File: config.mk
export PLATFORM = sky130hd
export DESIGN_NAME = max30102_bus_sched
export DESIGN_NICKNAME = d
export VERILOG_FILES = /design/src/rtl/max30102_pkg.sv /design/src/rtl/prio_arb_starve.sv /design/src/rtl/max30102_bus_sched.sv
export SDC_FILE = /design/constraint.sdc
export NUM_CORES = 1
export LEC_CHECK = 0
export BUFFER_PORTS_ARGS = -buffer_cell sky130_fd_sc_hd__clkbuf_2
export CAP_MARGIN = 40
export CORE_MARGIN = 8
export CORE_UTILIZATION = 40
export DETAILED_ROUTE_END_ITERATION = 10
export PLACE_DENSITY_LB_ADDON = 0.3
export RECOVER_POWER = 100
export SLEW_MARGIN = 20
export SYNTH_ARGS = -nofsm -noshare
export SYNTH_HDL_FRONTEND = slang
export SYNTH_SLANG_ARGS = --single-unit
File: constraint.sdc
create_clock -name sys_clk -period 5.11 [get_ports sys_clk]
set_input_delay 0.2555 -clock sys_clk [delete_from_list [all_inputs] [get_ports sys_clk]]
set_output_delay 0.2555 -clock sys_clk [all_outputs]
set_load 0.05 [all_outputs]
File: src/rtl/max30102_pkg.sv
// Shared types and constants for the MAX30102 sensor driver.
// Used by the bus scheduler and its arbiter.
package max30102_pkg;

    typedef enum logic [2:0] {
        ST_IDLE    = 3'd0,
        ST_ARB     = 3'd1,
        ST_ISSUE   = 3'd2,
        ST_WAIT    = 3'd3,
        ST_FIN     = 3'd4,
        ST_RECOVER = 3'd5
    } sched_state_t;

    localparam logic [1:0] REQ_CFG  = 2'd0;
    localparam logic [1:0] REQ_FIFO = 2'd1;
    localparam logic [1:0] REQ_TEMP = 2'd2;

    localparam logic [7:0] FIFO_DATA   = 8'h07;
    localparam logic [7:0] TEMP_INT    = 8'h1F;
    localparam logic [7:0] TEMP_CONFIG = 8'h21;

    // A zero read length still moves one byte on the wire.
    function automatic logic [4:0] eff_len(input logic [4:0] len);
        return (len == 5'd0) ? 5'd1 : len;
    endfunction

endpackage

File: src/rtl/prio_arb_starve.sv
// Fixed-priority arbiter (index 0 highest) with a starvation
// override that forces the temperature poller after a run of losses.
module prio_arb_starve
    import max30102_pkg::*;
#(
    parameter int STARVE_LIMIT = 8
) (
    input  logic       sys_clk,
    input  logic       sys_rst_n,
    input  logic [2:0] req,
    input  logic       upd,
    output logic [1:0] win_idx,
    output logic       win_any
);

    localparam int CW = $clog2(STARVE_LIMIT + 1);
    localparam logic [CW-1:0] LIM = CW'(STARVE_LIMIT);

    logic [CW-1:0] starve_cnt;
    logic          force_temp;

    always_comb begin
        win_any    = |req;
        force_temp = req[2] && (starve_cnt >= LIM);
        win_idx    = REQ_TEMP;
        unique case (1'b1)
            force_temp:                      win_idx = REQ_TEMP;
            !force_temp && req[0]:           win_idx = REQ_CFG;
            !force_temp && !req[0] && req[1]: win_idx = REQ_FIFO;
            default:                         win_idx = REQ_TEMP;
        endcase
    end

    always_ff @(posedge sys_clk or negedge sys_rst_n) begin
        if (!sys_rst_n) begin
            starve_cnt <= '0;
        end else if (upd && win_any) begin
            if (win_idx == REQ_TEMP || !req[2])
                starve_cnt <= '0;
            else if (starve_cnt != LIM)
                starve_cnt <= starve_cnt + 1'b1;
        end
    end

endmodule

File: src/rtl/max30102_bus_sched.sv
// Single-owner scheduler for the shared MAX30102 I2C master:
// arbitrates, issues one burst at a time, routes read bytes, recovers.
module max30102_bus_sched
    import max30102_pkg::*;
#(
    parameter int NREQ         = 3,
    parameter int STARVE_LIMIT = 8,
    parameter int TIMEOUT      = 5_000_000,
    parameter int RECOVER_CYC  = 500
) (
    input  logic              sys_clk,
    input  logic              sys_rst_n,
    input  logic [NREQ-1:0]   req,
    input  logic [NREQ-1:0]   req_wr,
    input  logic [8*NREQ-1:0] req_reg,
    input  logic [8*NREQ-1:0] req_wdata,
    input  logic [5*NREQ-1:0] req_len,
    output logic [NREQ-1:0]   gnt,
    output logic [NREQ-1:0]   done,
    output logic [NREQ-1:0]   err,
    output logic [7:0]        rd_data,
    output logic              rd_valid,
    output logic [1:0]        rd_owner,
    output logic              m_start,
    output logic              m_wr,
    output logic [7:0]        m_reg,
    output logic [7:0]        m_wdata,
    output logic [4:0]        m_len,
    input  logic              m_byte_valid,
    input  logic [7:0]        m_rdata,
    input  logic              m_done,
    input  logic              m_nack,
    output logic              m_recover
);

    localparam int TW = $clog2(TIMEOUT + 1);
    localparam int RW = $clog2(RECOVER_CYC + 1);
    localparam logic [TW-1:0] T_LAST = TW'(TIMEOUT - 1);
    localparam logic [RW-1:0] R_LAST = RW'(RECOVER_CYC - 1);

    sched_state_t  state;
    logic [1:0]    owner;
    logic [4:0]    bcnt;
    logic [TW-1:0] tcnt;
    logic [RW-1:0] rcnt;

    logic [1:0]    win_idx;
    logic          win_any;
    logic          accept;
    logic [4:0]    bytes_now;
    logic          txn_ok;

    prio_arb_starve #(
        .STARVE_LIMIT(STARVE_LIMIT)
    ) u_arb (
        .sys_clk   (sys_clk),
        .sys_rst_n (sys_rst_n),
        .req       (req),
        .upd       (state == ST_ARB),
        .win_idx   (win_idx),
        .win_any   (win_any)
    );

    // Bytes past the requested length are swallowed, not forwarded.
    always_comb begin
        accept    = m_byte_valid && (bcnt < m_len);
        bytes_now = bcnt + {4'd0, accept};
        txn_ok    = !m_nack && (m_wr || bytes_now == m_len);
    end

    always_ff @(posedge sys_clk or negedge sys_rst_n) begin
        if (!sys_rst_n) begin
            state     <= ST_IDLE;
            owner     <= '0;
            bcnt      <= '0;
            tcnt      <= '0;
            rcnt      <= '0;
            gnt       <= '0;
            done      <= '0;
            err       <= '0;
            rd_data   <= '0;
            rd_valid  <= 1'b0;
            rd_owner  <= '0;
            m_start   <= 1'b0;
            m_wr      <= 1'b0;
            m_reg     <= '0;
            m_wdata   <= '0;
            m_len     <= '0;
            m_recover <= 1'b0;
        end else begin
            m_start  <= 1'b0;
            done     <= '0;
            err      <= '0;
            rd_valid <= 1'b0;
            unique case (state)
                ST_IDLE: begin
                    if (|req)
                        state <= ST_ARB;
                end
                ST_ARB: begin
                    if (win_any) begin
                        owner   <= win_idx;
                        gnt     <= {{(NREQ-1){1'b0}}, 1'b1} << win_idx;
                        m_wr    <= req_wr[win_idx];
                        m_reg   <= req_reg[8*win_idx +: 8];
                        m_wdata <= req_wdata[8*win_idx +: 8];
                        m_len   <= eff_len(req_len[5*win_idx +: 5]);
                        m_start <= 1'b1;
                        state   <= ST_ISSUE;
                    end else begin
                        state <= ST_IDLE;
                    end
                end
                ST_ISSUE: begin
                    bcnt  <= '0;
                    tcnt  <= '0;
                    state <= ST_WAIT;
                end
                ST_WAIT: begin
                    if (accept) begin
                        rd_data  <= m_rdata;
                        rd_valid <= 1'b1;
                        rd_owner <= owner;
                        bcnt     <= bytes_now;
                    end
                    // Completion beats a timeout landing on the same cycle.
                    if (m_done) begin
                        if (txn_ok)
                            done <= gnt;
                        else
                            err <= gnt;
                        state <= ST_FIN;
                    end else if (tcnt == T_LAST) begin
                        err       <= gnt;
                        gnt       <= '0;
                        m_recover <= 1'b1;
                        rcnt      <= '0;
                        state     <= ST_RECOVER;
                    end else begin
                        tcnt <= tcnt + 1'b1;
                    end
                end
                ST_FIN: begin
                    gnt   <= '0;
                    state <= ST_IDLE;
                end
                ST_RECOVER: begin
                    if (rcnt == R_LAST) begin
                        m_recover <= 1'b0;
                        state     <= ST_IDLE;
                    end else begin
                        rcnt <= rcnt + 1'b1;
                    end
                end
                default: state <= ST_IDLE;
            endcase
        end
    end

endmodule

==> results.md <==
* Crit path time final at 3295 ps
* CP arrival at 3510 ps
* Rows at 40
* Drt total wl at 12,780 µm
* Starting DRC count in detailed routing at 239
* Hold Crit Depth at 2
* Clock buffer count from CTS at 9
* Vias in the first global route at 4,440
* Final setup viols at 0
* Syn_area_per_cell at 9.786 µm²
* Die Ht at 125.2 µm
* Combinational fraction of design power at 44.3%
* WL/cell at 16.82 µm
* CTS Root Cell: clkbuf_16
* Mapped Cells at 487
* # diodes at 0
* Die W at 125.2 µm
* Crit. path cell count at 4
* CP max stage delay at 1340 ps
* CTS tree: built
* Final Max Slew Viols at 78
* Area growth syn-to-layout at 21.66%
* Status: complete, but fails checks
* Switching Share at 45.96%
* Core area at 11,810 µm²
* Syn nets at 579
* Asr flop ratio synth at 100.0%
* Peak supply drop at 0.0003399 V
* Largest net degree at the start of global routing at 60
* Initial antenna violation count at 0
* Dpl cells at 742
* Worst-path cell with the longest stage delay: clkbuf_1
* Detail Placement HPWL at 9636 µm
* Worst slack, placed at 1999 ps
* Clk buf depth at 2
* CP Buf/Inv Count at 4
* Post-DP Area at 5563 µm²
* Main synth FF type: dfrtp_1
* Delay-heaviest family, CP: buffers and inverters
* Pleak at 2.784 nW
* Share of layout cells above drive strength 1 at 19.74%
* Power share of the clock group at 21.7%
* Vias/cell at 5.522
* Post-route cell area at 5798 µm²
* Area of the die at 15,660 µm²
* Gpl congestion at 0.8438
* Min-delay worst type: input port to register
* Final setup TNS at 0 ps
* Reg clk slew, reported paths at 60 ps
* Final hold violation count at 0
* CP cell instances: dlygate4sd3_1 > clkbuf_1 > clkbuf_1 > clkbuf_2
* Layout Nets at 701
* Relative slew slack at -25.38%
* Commonest non-fill, non-tap cell in the layout: dfrtp_1
* Clk Latency, worst-skew pair at 340 ps
* Netlist cell types at 59
* DRC errors left at 0
* Most flops, register: tcnt
* #FFs+latches synth at 90
* Worst Tran Pin Value at 1881 ps
* Crit-path max FO at 56
* Total gr overflow at 0
* Post-synth EDFFs at 0
* Post-CTS sizing at 0
* R2R cell count at 12
* RSZ-0062 raised after global routing: false
* Max Fclk at 303.5 MHz
* Critical path capture point type: asynchronous set/reset pin
* Fin worst setup slack at 1815 ps
* Port bufs at 125
* Via count at 4,197
* Synth Cell Area at 4766 µm²
* H-tree depth at 3
* Psw at 1.483 mW
* Crit-path most repeated cell: clkbuf_1
* First-pass GRT wire length at 21,630 µm
* Clock sinks at 90
* Most frequent cells in the layout: dfrtp_1 (90), clkbuf_2 (81), clkbuf_1 (49)
* Startpoint types: input port
* CP Data Required Time at 5320 ps
* Global-route usage over all layers at 16.63%
* DRT antenna net count at 0
* Biggest regs: tcnt (23), rcnt (9)
* Number of flip-flops in the largest register at 23
* Failing checks: max-capacitance violations, max-slew violations
* CP Class: input port to asynchronous set/reset pin
* Max cap viols at 2
* Period utilization at 64.48%
* Initial Util at 40.35%
* Power density over cell area at 556.6 nW/µm²
* Top Ports at 126
* Internal at 1.744 mW
* Total power at 3.227 mW
* Post-synthesis sequential area ratio at 47.26%
* Drt first pass iters at 4
* Fin cells at 760
* Clock skew at 7.178 ps
* YS warnings at 0
* Sequential share of power at 34.1%
## cells in the mapped netlist, types with 2 or more instances
master	n	area, µm²
dfrtp_1	90	2252
nand2_1	39	146.4
nor2_1	37	138.9
o21ai_0	32	160.2
mux2i_1	22	220.2
a21o_1	21	157.7
a21oi_1	21	105.1
a211oi_1	17	127.6
inv_1	17	63.81
clkbuf_1	15	56.30
or3_1	15	93.84
nand3_1	13	65.06
nand4_1	12	75.07
mux2_2	11	123.9
ha_1	10	125.1
nand2b_1	9	56.30
nor3_1	9	45.04
xnor2_1	9	78.83
and3_1	8	50.05
o211ai_1	7	52.55
or4_1	7	52.55
buf_2	4	20.02
a22o_1	3	26.28
a31o_2	3	26.28
a41oi_1	3	26.28
nor2b_1	3	18.77
nor3b_1	3	22.52
o31ai_1	3	22.52
xor2_1	3	26.28
a41o_1	2	20.02
and2_1	2	12.51
and4_1	2	17.52
buf_1	2	7.510
buf_4	2	15.01
nand3b_1	2	15.01
nor4_1	2	12.51
nor4bb_1	2	20.02
o21ai_1	2	10.01
o22ai_1	2	12.51
or2_2	2	12.51
## final timing paths
check	startpoint	to	slack [ps]
hold / removal	m_rdata[5]	rd_data[5]	150
max in group sys_clk	bcnt[2]	err[0]	2010
setup reg to reg	bcnt[2]	err[0]	2010
hold reg to reg	tcnt[22]	tcnt[22]	480
setup / recovery	sys_rst_n	bcnt[0]	1810
min in group asynchronous	sys_rst_n	rcnt[2]	970
## final cells by class
| class | count | area (µm²) |
|---|---|---|
| Sequential cell | 90 | 2252 |
| Fill cell | 1150 | 6013 |
| Clock buffer | 9 | 225.2 |
| Timing Repair Buffer | 134 | 629.4 |
| Clock inverter | 6 | 82.58 |
| Tap cell | 147 | 183.9 |
| Multi-Input combinational cell | 357 | 2361 |
| Inverter | 17 | 63.81 |
## worst reg2reg max path, delay by kind of cell (launching register included)
kind / cells / cell delay (ps)
fa+ha+maj: 3 / 750
xor+xnor: 1 / 190
flops: 1 / 450
simple gates: 3 / 820
compound gates: 5 / 780
## per-layer routing
metal  global-route usage, %  wire, µm  vias to the layer above
met5                       0         0                        -
met1                   19.30      5525                     2051
li1                        -         -                     2030
met2                   28.12      6269                      107
met3                   5.822       864                        9
met4                   5.444       124                        0
## power by group through the flow
stage          sequential [mW]  combinational, mW  clock [mW]
5_1_grt                   1.13               1.56       0.740
4_1_cts                   1.10               1.51       0.713
2_1_floorplan             1.56              0.640           0
3_5_place_dp              1.11               1.50           0
3_3_place_gp              1.10               1.46           0
6_report                  1.10               1.43       0.699
## per-stage QoR
| stage | util [%] | hold slack [ps] |
|---|---|---|
| 6_report | 49.09 | 148.6 |
| 5_1_grt | 49.09 | 137.7 |
| 4_1_cts | 49.79 | 137.8 |
| 3_5_place_dp | 47.10 | 230.7 |
| 3_3_place_gp | 46.80 | 234.3 |
| 2_1_floorplan | - | -40.09 |
## timing repair
action | CTS | global route
buffers inserted | 0 | 0
endpoints found under the hold margin | 31 | 0
hold buffers | 1 | 0
## cell families after synthesis
family | synth area share, %
xor+xnor | 2.205
fa+ha+maj | 2.625
mux | 7.220
compound gates | 17.64
simple gates | 19.64
flops | 47.26
buf+inv | 3.413
No activity file was read; power rests on OpenSTA's default activity.
